<file path="config.mk">
export PLATFORM = sky130hd
export DESIGN_NAME = axil_to_axi_bridge
export DESIGN_NICKNAME = d
export VERILOG_FILES = /design/src/rtl/axil_to_axi_bridge.sv
export SDC_FILE = /design/constraint.sdc
export NUM_CORES = 1
export LEC_CHECK = 0
export ABC_AREA = 1
export ABC_CLOCK_PERIOD_IN_PS = 2500
export CAP_MARGIN = 20
export CELL_PAD_IN_SITES_DETAIL_PLACEMENT = 0
export CELL_PAD_IN_SITES_GLOBAL_PLACEMENT = 1
export CORE_AREA = 4 4 574 576
export CTS_CLUSTER_DIAMETER = 80
export DETAILED_ROUTE_END_ITERATION = 10
export DIE_AREA = 0 0 578 580
export HOLD_SLACK_MARGIN = 0.1
export PLACE_DENSITY = 0.3
export SLEW_MARGIN = 5
export SYNTH_ARGS = -nofsm -noshare
export SYNTH_HDL_FRONTEND = slang
export SYNTH_SLANG_ARGS = --single-unit
</file>
<file path="constraint.sdc">
create_clock -name clk_i -period 2.5 [get_ports clk_i]
set_input_delay 0.5 -clock clk_i [delete_from_list [all_inputs] [get_ports clk_i]]
set_output_delay 0.5 -clock clk_i [all_outputs]
set_load 0.02 [all_outputs]
</file>
<file path="src/rtl/axil_to_axi_bridge.sv">
// AXI-Lite slave to AXI4 master bridge with 1-entry request buffers, outstanding limits and fixed ID.
// Optional response watchdog enabled by defining AXIL_TO_AXI_TIMEOUT_EN.
module axil_to_axi_bridge #(
  parameter int unsigned AXI_ADDR_WIDTH = 64,
  parameter int unsigned AXI_DATA_WIDTH = 256,
  parameter int unsigned AXI_ID_WIDTH   = 4,
  parameter int unsigned AXI_USER_WIDTH = 1,
  parameter logic [AXI_ID_WIDTH-1:0] MST_ID = '0,
  parameter int unsigned MAX_WR_TXNS    = 4,
  parameter int unsigned MAX_RD_TXNS    = 4,
  parameter logic [3:0]  AW_CACHE       = 4'b0000,
  parameter logic [3:0]  AR_CACHE       = 4'b0000,
  parameter int unsigned TIMEOUT_CYCLES = 1024
) (
  input  logic                        clk_i,
  input  logic                        rst_ni,
  input  logic [AXI_ADDR_WIDTH-1:0]   slv_aw_awaddr_i,
  input  logic [2:0]                  slv_aw_awprot_i,
  input  logic                        slv_aw_awvalid_i,
  output logic                        slv_aw_awready_o,
  input  logic [AXI_DATA_WIDTH-1:0]   slv_w_wdata_i,
  input  logic [AXI_DATA_WIDTH/8-1:0] slv_w_wstrb_i,
  input  logic                        slv_w_wvalid_i,
  output logic                        slv_w_wready_o,
  output logic [1:0]                  slv_b_bresp_o,
  output logic                        slv_b_bvalid_o,
  input  logic                        slv_b_bready_i,
  input  logic [AXI_ADDR_WIDTH-1:0]   slv_ar_araddr_i,
  input  logic [2:0]                  slv_ar_arprot_i,
  input  logic                        slv_ar_arvalid_i,
  output logic                        slv_ar_arready_o,
  output logic [AXI_DATA_WIDTH-1:0]   slv_r_rdata_o,
  output logic [1:0]                  slv_r_rresp_o,
  output logic                        slv_r_rvalid_o,
  input  logic                        slv_r_rready_i,
  output logic [AXI_ID_WIDTH-1:0]     mst_aw_awid_o,
  output logic [AXI_ADDR_WIDTH-1:0]   mst_aw_awaddr_o,
  output logic [7:0]                  mst_aw_awlen_o,
  output logic [2:0]                  mst_aw_awsize_o,
  output logic [1:0]                  mst_aw_awburst_o,
  output logic                        mst_aw_awlock_o,
  output logic [3:0]                  mst_aw_awcache_o,
  output logic [2:0]                  mst_aw_awprot_o,
  output logic [3:0]                  mst_aw_awregion_o,
  output logic [3:0]                  mst_aw_awqos_o,
  output logic [AXI_USER_WIDTH-1:0]   mst_aw_awuser_o,
  output logic                        mst_aw_awvalid_o,
  input  logic                        mst_aw_awready_i,
  output logic [AXI_DATA_WIDTH-1:0]   mst_w_wdata_o,
  output logic [AXI_DATA_WIDTH/8-1:0] mst_w_wstrb_o,
  output logic                        mst_w_wlast_o,
  output logic [AXI_USER_WIDTH-1:0]   mst_w_wuser_o,
  output logic                        mst_w_wvalid_o,
  input  logic                        mst_w_wready_i,
  input  logic [AXI_ID_WIDTH-1:0]     mst_b_bid_i,
  input  logic [1:0]                  mst_b_bresp_i,
  input  logic [AXI_USER_WIDTH-1:0]   mst_b_buser_i,
  input  logic                        mst_b_bvalid_i,
  output logic                        mst_b_bready_o,
  output logic [AXI_ID_WIDTH-1:0]     mst_ar_arid_o,
  output logic [AXI_ADDR_WIDTH-1:0]   mst_ar_araddr_o,
  output logic [7:0]                  mst_ar_arlen_o,
  output logic [2:0]                  mst_ar_arsize_o,
  output logic [1:0]                  mst_ar_arburst_o,
  output logic                        mst_ar_arlock_o,
  output logic [3:0]                  mst_ar_arcache_o,
  output logic [2:0]                  mst_ar_arprot_o,
  output logic [3:0]                  mst_ar_arregion_o,
  output logic [3:0]                  mst_ar_arqos_o,
  output logic [AXI_USER_WIDTH-1:0]   mst_ar_aruser_o,
  output logic                        mst_ar_arvalid_o,
  input  logic                        mst_ar_arready_i,
  input  logic [AXI_ID_WIDTH-1:0]     mst_r_rid_i,
  input  logic [AXI_DATA_WIDTH-1:0]   mst_r_rdata_i,
  input  logic [1:0]                  mst_r_rresp_i,
  input  logic                        mst_r_rlast_i,
  input  logic [AXI_USER_WIDTH-1:0]   mst_r_ruser_i,
  input  logic                        mst_r_rvalid_i,
  output logic                        mst_r_rready_o,
  output logic                        timeout_o
);

  localparam int unsigned STRB_W = AXI_DATA_WIDTH / 8;
  localparam logic [2:0] BEAT_SIZE = 3'($clog2(STRB_W));
  localparam logic [7:0] MAX_WR = 8'(MAX_WR_TXNS);
  localparam logic [7:0] MAX_RD = 8'(MAX_RD_TXNS);

  function automatic logic [7:0] cnt_next(input logic [7:0] cnt, input logic inc, input logic dec);
    logic [7:0] res;
    case ({inc, dec && (cnt != 8'd0)})
      2'b10:   res = cnt + 8'd1;
      2'b01:   res = cnt - 8'd1;
      default: res = cnt;
    endcase
    return res;
  endfunction

  logic                      aw_vld_q, w_vld_q, ar_vld_q;
  logic [AXI_ADDR_WIDTH-1:0] aw_addr_q, ar_addr_q;
  logic [2:0]                aw_prot_q, ar_prot_q;
  logic [AXI_DATA_WIDTH-1:0] w_data_q;
  logic [STRB_W-1:0]         w_strb_q;
  logic [7:0]                wr_cnt_q, w_cnt_q, rd_cnt_q;
  logic                      aw_hs_s, w_hs_s, ar_hs_s, b_dlv_s, r_dlv_s;
  logic                      b_pend_s, r_pend_s, b_drop_s, r_drop_s;
  logic                      unused_s;

  assign slv_aw_awready_o = !aw_vld_q;
  assign slv_w_wready_o   = !w_vld_q;
  assign slv_ar_arready_o = !ar_vld_q;

  assign mst_aw_awvalid_o = aw_vld_q && (wr_cnt_q < MAX_WR);
  assign mst_w_wvalid_o   = w_vld_q && (w_cnt_q < MAX_WR);
  assign mst_ar_arvalid_o = ar_vld_q && (rd_cnt_q < MAX_RD);

  assign aw_hs_s = mst_aw_awvalid_o && mst_aw_awready_i;
  assign w_hs_s  = mst_w_wvalid_o && mst_w_wready_i;
  assign ar_hs_s = mst_ar_arvalid_o && mst_ar_arready_i;
  assign b_dlv_s = slv_b_bvalid_o && slv_b_bready_i;
  assign r_dlv_s = slv_r_rvalid_o && slv_r_rready_i;

  assign mst_aw_awid_o     = MST_ID;
  assign mst_aw_awaddr_o   = aw_addr_q;
  assign mst_aw_awlen_o    = 8'd0;
  assign mst_aw_awsize_o   = BEAT_SIZE;
  assign mst_aw_awburst_o  = 2'b01;
  assign mst_aw_awlock_o   = 1'b0;
  assign mst_aw_awcache_o  = AW_CACHE;
  assign mst_aw_awprot_o   = aw_prot_q;
  assign mst_aw_awregion_o = 4'd0;
  assign mst_aw_awqos_o    = 4'd0;
  assign mst_aw_awuser_o   = '0;
  assign mst_w_wdata_o     = w_data_q;
  assign mst_w_wstrb_o     = w_strb_q;
  assign mst_w_wlast_o     = 1'b1;
  assign mst_w_wuser_o     = '0;
  assign mst_ar_arid_o     = MST_ID;
  assign mst_ar_araddr_o   = ar_addr_q;
  assign mst_ar_arlen_o    = 8'd0;
  assign mst_ar_arsize_o   = BEAT_SIZE;
  assign mst_ar_arburst_o  = 2'b01;
  assign mst_ar_arlock_o   = 1'b0;
  assign mst_ar_arcache_o  = AR_CACHE;
  assign mst_ar_arprot_o   = ar_prot_q;
  assign mst_ar_arregion_o = 4'd0;
  assign mst_ar_arqos_o    = 4'd0;
  assign mst_ar_aruser_o   = '0;

  assign unused_s = ^{mst_b_bid_i, mst_b_buser_i, mst_r_rid_i, mst_r_rlast_i, mst_r_ruser_i,
                      32'(TIMEOUT_CYCLES)};

  // Request buffers: load on slave handshake, clear on master handshake (never both at once).
  always_ff @(posedge clk_i or negedge rst_ni) begin
    if (!rst_ni) begin
      aw_vld_q  <= 1'b0;
      aw_addr_q <= '0;
      aw_prot_q <= 3'd0;
      w_vld_q   <= 1'b0;
      w_data_q  <= '0;
      w_strb_q  <= '0;
      ar_vld_q  <= 1'b0;
      ar_addr_q <= '0;
      ar_prot_q <= 3'd0;
    end else begin
      if (slv_aw_awvalid_i && slv_aw_awready_o) begin
        aw_vld_q  <= 1'b1;
        aw_addr_q <= slv_aw_awaddr_i;
        aw_prot_q <= slv_aw_awprot_i;
      end else if (aw_hs_s) begin
        aw_vld_q <= 1'b0;
      end
      if (slv_w_wvalid_i && slv_w_wready_o) begin
        w_vld_q  <= 1'b1;
        w_data_q <= slv_w_wdata_i;
        w_strb_q <= slv_w_wstrb_i;
      end else if (w_hs_s) begin
        w_vld_q <= 1'b0;
      end
      if (slv_ar_arvalid_i && slv_ar_arready_o) begin
        ar_vld_q  <= 1'b1;
        ar_addr_q <= slv_ar_araddr_i;
        ar_prot_q <= slv_ar_arprot_i;
      end else if (ar_hs_s) begin
        ar_vld_q <= 1'b0;
      end
    end
  end

  // Outstanding counters; both write counters retire on the B delivered upstream.
  always_ff @(posedge clk_i or negedge rst_ni) begin
    if (!rst_ni) begin
      wr_cnt_q <= 8'd0;
      w_cnt_q  <= 8'd0;
      rd_cnt_q <= 8'd0;
    end else begin
      wr_cnt_q <= cnt_next(wr_cnt_q, aw_hs_s, b_dlv_s);
      w_cnt_q  <= cnt_next(w_cnt_q, w_hs_s, b_dlv_s);
      rd_cnt_q <= cnt_next(rd_cnt_q, ar_hs_s, r_dlv_s);
    end
  end

`ifdef AXIL_TO_AXI_TIMEOUT_EN
  localparam int unsigned WD_W = $clog2(TIMEOUT_CYCLES + 1);
  localparam logic [WD_W-1:0] WD_LAST = WD_W'(TIMEOUT_CYCLES - 1);

  logic [WD_W-1:0] b_wd_q, r_wd_q;
  logic            b_pend_q, r_pend_q, timeout_q;
  logic [7:0]      b_credit_q, r_credit_q;
  logic            b_real_hs_s, r_real_hs_s;

  assign b_real_hs_s = mst_b_bvalid_i && mst_b_bready_o;
  assign r_real_hs_s = mst_r_rvalid_i && mst_r_rready_o;
  assign b_pend_s    = b_pend_q;
  assign r_pend_s    = r_pend_q;
  assign b_drop_s    = (b_credit_q != 8'd0) || (wr_cnt_q == 8'd0);
  assign r_drop_s    = (r_credit_q != 8'd0) || (rd_cnt_q == 8'd0);
  assign timeout_o   = timeout_q;

  // Watchdogs count from the issuing cycle, so an error appears TIMEOUT_CYCLES after issue.
  always_ff @(posedge clk_i or negedge rst_ni) begin
    if (!rst_ni) begin
      b_wd_q     <= '0;
      r_wd_q     <= '0;
      b_pend_q   <= 1'b0;
      r_pend_q   <= 1'b0;
      b_credit_q <= 8'd0;
      r_credit_q <= 8'd0;
      timeout_q  <= 1'b0;
    end else begin
      timeout_q <= (b_pend_q && slv_b_bready_i) || (r_pend_q && slv_r_rready_i);
      if (b_pend_q) begin
        if (slv_b_bready_i) begin
          b_pend_q   <= 1'b0;
          b_credit_q <= b_credit_q + 8'd1;
          b_wd_q     <= '0;
        end
      end else if (b_real_hs_s || ((wr_cnt_q == 8'd0) && !aw_hs_s)) begin
        b_wd_q <= '0;
        if (b_real_hs_s && (b_credit_q != 8'd0)) begin
          b_credit_q <= b_credit_q - 8'd1;
        end
      end else if (b_wd_q == WD_LAST) begin
        b_pend_q <= 1'b1;
        b_wd_q   <= '0;
      end else begin
        b_wd_q <= b_wd_q + 1'b1;
      end
      if (r_pend_q) begin
        if (slv_r_rready_i) begin
          r_pend_q   <= 1'b0;
          r_credit_q <= r_credit_q + 8'd1;
          r_wd_q     <= '0;
        end
      end else if (r_real_hs_s || ((rd_cnt_q == 8'd0) && !ar_hs_s)) begin
        r_wd_q <= '0;
        if (r_real_hs_s && (r_credit_q != 8'd0)) begin
          r_credit_q <= r_credit_q - 8'd1;
        end
      end else if (r_wd_q == WD_LAST) begin
        r_pend_q <= 1'b1;
        r_wd_q   <= '0;
      end else begin
        r_wd_q <= r_wd_q + 1'b1;
      end
    end
  end
`else
  assign b_pend_s  = 1'b0;
  assign r_pend_s  = 1'b0;
  assign b_drop_s  = (wr_cnt_q == 8'd0);
  assign r_drop_s  = (rd_cnt_q == 8'd0);
  assign timeout_o = 1'b0;
`endif

  // Response steering: synthesised error, silent drop, or combinational pass-through.
  always_comb begin
    slv_b_bvalid_o = 1'b0;
    slv_b_bresp_o  = mst_b_bresp_i;
    mst_b_bready_o = 1'b1;
    if (b_pend_s) begin
      slv_b_bvalid_o = 1'b1;
      slv_b_bresp_o  = 2'b10;
      mst_b_bready_o = 1'b0;
    end else if (b_drop_s) begin
      slv_b_bvalid_o = 1'b0;
      mst_b_bready_o = 1'b1;
    end else begin
      slv_b_bvalid_o = mst_b_bvalid_i;
      mst_b_bready_o = slv_b_bready_i;
    end
  end

  // Same steering for the read data channel.
  always_comb begin
    slv_r_rvalid_o = 1'b0;
    slv_r_rdata_o  = mst_r_rdata_i;
    slv_r_rresp_o  = mst_r_rresp_i;
    mst_r_rready_o = 1'b1;
    if (r_pend_s) begin
      slv_r_rvalid_o = 1'b1;
      slv_r_rdata_o  = '0;
      slv_r_rresp_o  = 2'b10;
      mst_r_rready_o = 1'b0;
    end else if (r_drop_s) begin
      slv_r_rvalid_o = 1'b0;
      mst_r_rready_o = 1'b1;
    end else begin
      slv_r_rvalid_o = mst_r_rvalid_i;
      mst_r_rready_o = slv_r_rready_i;
    end
  end

endmodule
</file>
==> impl_metrics.json, run 1 <==
{
  "layout.filler_cells": 37200,
  "crit_path_buffers_inverters": 2,
  "skew_ns": 0.0372,
  "dpl_worst_slack_ns": -0.466,
  "drt_first_pass_iters": 4,
  "outcome": "finished, final reports clean",
  "dieHeight_um": 580,
  "finalCriticalPeriod_ns": 2.42,
  "floorplan.initialDensity": 0.0628,
  "synth_flop_cell": "dfrtp_1",
  "grt_pass1_vias": 16100,
  "timing.critical_path.arrival_ns": 1.92,
  "io_pins": 1462,
  "routed-via-count": 15300,
  "globalRouteTotalUtil": 0.102,
  "antenna_violating_nets_left": 0,
  "routed_wirelength_um": 178000,
  "clk_path_buf_depth": 4,
  "synthesis.yosys.warnings": 0,
  "sequential_element_share_of_the_synthesized_area": 0.552,
  "clock.fmax_mhz": 414,
  "globalplace.congestion": 0.756,
  "pwrdens_nw_per_um2": 1300,
  "floorplan.die.width_um": 578,
  "mean_syn_cell_area_um2": 13.3,
  "worst_ep_required_time_ns": 2.00,
  "numClockSinks": 449,
  "final_min_period_over_clock_period": 0.966,
  "critical-path-max-stage-delay_ns": 0.38,
  "worstSetupStartpointType": "flop",
  "critical_path.slowest_cell": "dfrtp_1",
  "drcViolationCount": 0,
  "die_area_um2": 335000,
  "clock_tree.htree_level_count": 3,
  "number_of_placement_rows": 209,
  "post_synth_instance_area_um2": 20300,
  "clk_root_buffer_cell": "clkbuf_16",
  "multi_input_area_um2": 6480,
  "num-nets-final": 3001,
  "setup_violations": 0,
  "whs_ns": 0.236,
  "top_library_cells_by_usage_in_the_layout_fill_and_taps_aside": "clkdlybuf4s50_1 (741), dfrtp_1 (449), mux2_2 (220)",
  "post_synth_inst_count": 1531,
  "cellLeakagePower_nw": 14.1,
  "setup_ws_ns": 0.0842,
  "tightestPinTransition_ns": 0.637,
  "critical_path.endpoint_type": "output port",
  "cts_inserted_buffers": 88,
  "synth-edff-count": 0,
  "antenna_found_initial": 212,
  "number_of_buffers_inserted_by_port_buffering": 865,
  "floorplan_core_area_um2": 324000,
  "grt_start_max_net_pins": 67,
  "timing.slew.headroom": 0.577,
  "worstPathCellList": "nor2_1 > nand2_2 > nor2_4 > nand3_2 > inv_2 > or2_4 > buf_6",
  "ys_async_sr_fraction": 1.00,
  "routed_via_density": 2.28,
  "critical-path-top-delay-family": "simple AND/OR/NAND/NOR gates",
  "drt-wirelength-per-cell_um": 26.5,
  "flow.area_growth_from_synthesis_pct": 76.3,
  "cts.reportedPaths.clkPinSlew_ns": 0.06,
  "postSynthRegisterBits": 449,
  "yosys_cell_types": 26,
  "drt-initial-drc-count": 458,
  "grt_remaining_overflow": 0,
  "rsz0062_at_grt": "true",
  "drv_slew": 0,
  "detailed_place_hpwl_um": 155000,
  "hold_viol": 0,
  "max-cap-violations": 0,
  "worst_skew_pair.late_latency_ns": 0.78,
  "drive_gt1_frac": 0.215,
  "layout_commonest_cell": "clkdlybuf4s50_1",
  "timing.critical_path.fanout_max": 2,
  "hold_crit_path_type": "primary input to asynchronous set/reset pin",
  "tritoncts": "done",
  "vdd_drop_max_v": 0.000515,
  "register_area_um2": 11200,
  "grt_pass1_wl_um": 216000,
  "criticalPathCategory": "flop to output port"
}
worst paths after layout:
check,startpoint,to,slack (ns),depth (start not counted)
hold / removal,rst_ni,mst_w_wdata_o[181]$_DFFE_PN0P_,0.24,2
min in group clk_i,slv_w_wdata_i[121],mst_w_wdata_o[121]$_DFFE_PN0P_,0.32,2
setup reg to reg,wr_cnt_q[6]$_DFFE_PN0P_,wr_cnt_q[7]$_DFFE_PN0P_,0.13,17
hold reg to reg,mst_w_wdata_o[173]$_DFFE_PN0P_,mst_w_wdata_o[173]$_DFFE_PN0P_,0.48,1
max in group asynchronous,rst_ni,mst_ar_araddr_o[51]$_DFFE_PN0P_,1.33,4
setup / recovery,wr_cnt_q[6]$_DFFE_PN0P_,mst_b_bready_o,0.08,7
timing repair:
| item | CTS | global route |
|---|---|---|
| hold endpoints to repair | 229 | 0 |
| hold buffers | 1 | 0 |
| pin swaps | 1 | 7 |
| cloned | 0 | 0 |
| endpoints found under the setup margin | 135 | 20 |
| buffers inserted | 0 | 4 |
| gates resized for setup | 161 | 29 |
area by class of cell:
| class | count | area share |
|---|---|---|
| timing repair buffer | 961 | 0.265 |
| clock inverter | 26 | 0.0100 |
| clock buffer | 122 | 0.0703 |
| inverter | 55 | 0.00576 |
| tap | 4325 | 0.151 |
| sequential | 449 | 0.313 |
| antenna | 55 | 0.00384 |
| multi-input combinational | 717 | 0.181 |
worst reg2reg max path, stage by stage, from the launching register on:
cell     delay, ns
dfrtp_1       0.38
nor2_1        0.13
nand2_2       0.10
nor2_4        0.14
buf_6         0.10
inv_2         0.02
nor2_2        0.08
nand2_1       0.12
ha_4          0.20
buf_4         0.17
ha_1          0.27
nand2_1       0.06
nand2_2       0.11
nand3_1       0.12
nand2_1       0.08
nand2_1       0.05
nand3_1       0.07
nand2_1       0.05
kinds of logic (layout without fill, tap and decap cells):
kind of cell / Yosys count / count (layout) / synth area share
xor+xnor: 6 / 6 / 0.00258
mux: 422 / 422 / 0.234
compound gates: 24 / 24 / 0.00640
buf+inv: 428 / 1164 / 0.151
simple gates: 176 / 176 / 0.0373
flops: 449 / 449 / 0.552
other cells: 2 / 120 / 0.000369
fa+ha+maj: 24 / 24 / 0.0159
metrics by stage:
step	utilization	power, mW	std cells	setup TNS (ns)	cell area [µm²]
finish	0.111	46.7	6710	0	35900
global route	0.110	49.6	6658	-0.339	35700
CTS	0.110	48.6	6651	-0.281	35600
detailed placement	0.101	36.3	6502	-3.64	32700
global placement	0.101	36.3	6502	-3.62	32700
floorplan	-	22.7	1594	0	20600
sequential cells by signal (all words and copies together) (netlist names):
register	count
mst_w_wdata_o	256
mst_ar_araddr_o	64
mst_aw_awaddr_o	64
mst_w_wstrb_o	32
rd_cnt_q	8
w_cnt_q	8
wr_cnt_q	8
mst_ar_arprot_o	3
mst_aw_awprot_o	3
ar_vld_q	1
aw_vld_q	1
w_vld_q	1
routing by layer:
metal,vias up,routed length [µm],global-route usage
li1,6329,-,-
met1,7218,60200,0.104
met2,1211,80000,0.165
met3,387,31800,0.0790
met4,138,4620,0.0236
met5,-,1000,0.00301
cell usage after synthesis (all sizes together), types with 4 or more instances:
library cell,count,area share
dfrtp,449,0.55
mux2,422,0.23
buf,370,0.14
nand2,99,0.019
inv,55,0.010
nor2,29,0.0054
nand3,27,0.0066
ha,21,0.013
a21oi,9,0.0022
o21ai,9,0.0022
or2,8,0.0025
nand3b,6,0.0022
xnor2,6,0.0026
nor3,4,0.00098
o22ai,4,0.0012
report_power, final:
part	internal, mW	total [mW]	switching, mW
Sequential	10.9	13.0	2.11
Clock	7.71	12.2	4.48
Combinational	9.45	21.5	12.1
Total	28.1	46.7	18.7
No activity file was read; power rests on OpenSTA's default activity.
==> inputs of run 2 (changes only) <==
--- a/config.mk
+++ b/config.mk
@@ -15,7 +15,7 @@
 export DETAILED_ROUTE_END_ITERATION = 10
 export DIE_AREA = 0 0 578 580
 export HOLD_SLACK_MARGIN = 0.1
-export PLACE_DENSITY = 0.3
+export PLACE_DENSITY = 0.32
 export SLEW_MARGIN = 5
 export SYNTH_ARGS = -nofsm -noshare
 export SYNTH_HDL_FRONTEND = slang
==> run 2 against run 1 <==
  * Via count rose by 0.48%
  * First-iteration DRC count rose by 14%
  * Cell count fell by 0.19%
  * Global-route usage fell by 0.34 points
  * Non-clock buffer count rose by 9
  * Clock-buffer cell count fell by 10
  * Hold slack got worse by 0.035 ns
  * Setup slack got worse by 0.016 ns
  * Die area did not move
  * Register-to-register slack improved by 0.02 ns
  * Largest cell class unchanged
==> impl_metrics.json, run 2 (synthesized netlist as in run 1, its figures left out) <==
{
  "outcome": "finished, final reports clean",
  "clock_tree.htree_level_count": 3,
  "number_of_buffers_inserted_by_port_buffering": 865,
  "floorplan.initialDensity": 0.0628,
  "floorplan_core_area_um2": 324000,
  "dpl-instance-area_um2": 32800,
  "criticalPathCategory": "flop to output port",
  "clock.fmax_mhz": 411,
  "hold_crit_path_type": "primary input to asynchronous set/reset pin",
  "grt_pass1_wl_um": 210000,
  "drive_gt1_frac": 0.225,
  "drcViolationCount": 0,
  "grt_pass1_vias": 16200,
  "worst_ep_required_time_ns": 2.00,
  "tns_ns": 0,
  "layout_commonest_cell": "clkdlybuf4s50_1",
  "grt_remaining_overflow": 0,
  "timing.critical_path.fanout_max": 3,
  "timing.slew.headroom": 0.566,
  "setup_ws_ns": 0.0684,
  "drt-initial-drc-count": 521,
  "numClockSinks": 449,
  "vdd_drop_max_v": 0.000553,
  "cellLeakagePower_nw": 14.1,
  "floorplan.die.width_um": 578,
  "detailed_place_hpwl_um": 150000,
  "layout.core_utilization": 0.111,
  "final_min_period_over_clock_period": 0.973,
  "final_cells": 6697,
  "globalplace.congestion": 0.746,
  "setup_violations": 0,
  "drv_slew": 0,
  "whs_ns": 0.201,
  "dieHeight_um": 580,
  "post-place-cells": 6504,
  "ff2ff_setup_slack_ns": 0.15,
  "top_library_cells_by_usage_in_the_layout_fill_and_taps_aside": "clkdlybuf4s50_1 (725), dfrtp_1 (449), mux2_2 (220)",
  "pwrdens_nw_per_um2": 1290,
  "cts.reportedPaths.clkPinSlew_ns": 0.05,
  "flow.area_growth_from_synthesis_pct": 76.6,
  "routed_via_density": 2.29,
  "multi_input_area_um2": 6600,
  "io_pins": 1462,
  "tritoncts": "done",
  "cts_inserted_buffers": 83,
  "design_power_total_mw": 46.4,
  "tightestPinTransition_ns": 0.654,
  "antenna_violating_nets_left": 0,
  "grt_start_max_net_pins": 70,
  "num-nets-final": 3005,
  "routed_wirelength_um": 173000,
  "rsz0062_at_grt": "true",
  "worstSetupStartpointType": "flop",
  "skew_ns": 0.0547,
  "drt-wirelength-per-cell_um": 25.8,
  "register_area_um2": 11200,
  "routed-via-count": 15400,
  "number_of_placement_rows": 209,
  "max-cap-violations": 0,
  "dpl_worst_slack_ns": -0.355,
  "hold_viol": 0,
  "clk_root_buffer_cell": "clkbuf_16",
  "antenna_found_initial": 208,
  "post-route-cell-area_um2": 35900,
  "timing.critical_path.arrival_ns": 1.93,
  "globalRouteTotalUtil": 0.0989,
  "worst_skew_pair.late_latency_ns": 0.79,
  "die_area_um2": 335000,
  "clk_path_buf_depth": 4,
  "layout.filler_cells": 37100,
  "drt_first_pass_iters": 5,
  "finalCriticalPeriod_ns": 2.43,
  "largest_reg_flops": 256,
  "critical_path.endpoint_type": "output port"
}
[run 2: cell types whose count changed in the layout (fill, tap and decap cells not counted), sizes merged]
cell / before / now
buf: 102 / 118
clkbuf: 122 / 112
clkdlybuf4s15: 1 / 0
clkdlybuf4s50: 741 / 725
clkinvlp: 4 / 10
diode: 55 / 37
dlygate4sd2: 116 / 126
[run 2: worst max-delay path, cell delays in order, from the launching register on]
cell and delay, ns:
dfrtp_1 0.45, nor2_4 0.14, nand3_4 0.10, nor3_4 0.16, buf_6 0.13, or2_4 0.11
buf_6 0.11
[run 2: layer usage]
layer / GRT usage / up-vias / part of all wire
li1: - / 6310 / -
met1: 0.102 / 7289 / 0.35
met3: 0.0848 / 385 / 0.19
met5: 0.00359 / - / 0.0065
met2: 0.152 / 1220 / 0.43
met4: 0.0205 / 152 / 0.021
[run 2: final cells by class]
type | count | share of cell area
sequential | 449 | 0.313
timing repair buffer | 970 | 0.268
multi-input combinational | 717 | 0.184
tap | 4325 | 0.151
clock buffer | 112 | 0.0659
clock inverter | 32 | 0.0108
inverter | 55 | 0.00575
antenna | 37 | 0.00258
[run 2: where the power goes]
group	switching (mW)	internal, mW	total, mW
sequential	2.14	10.9	13.1
clock	4.52	7.33	11.9
combinational	11.9	9.55	21.5
total	18.6	27.8	46.4
[run 2: repair_timing]
action / in CTS / in global routing
cloned: 0 / 0
gates resized for setup: 178 / 50
hold endpoints to repair: 209 / 0
pin swaps: 7 / 15
setup buffers: 4 / 8
hold buffers: 1 / 0
setup endpoints to repair: 142 / 20
[run 2: worst paths after layout]
path / start / endpoint / cells after the start
setup / recovery: rd_cnt_q[2]$_DFFE_PN0P_ / mst_r_rready_o / 6
hold / removal: rst_ni / mst_w_wdata_o[172]$_DFFE_PN0P_ / 2
setup reg to reg: rd_cnt_q[2]$_DFFE_PN0P_ / rd_cnt_q[4]$_DFFE_PN0P_ / 13
hold reg to reg: mst_w_wdata_o[231]$_DFFE_PN0P_ / mst_w_wdata_o[231]$_DFFE_PN0P_ / 1
max in group asynchronous: rst_ni / mst_w_wdata_o[249]$_DFFE_PN0P_ / 3
min in group clk_i: slv_w_wdata_i[188] / mst_w_wdata_o[188]$_DFFE_PN0P_ / 2
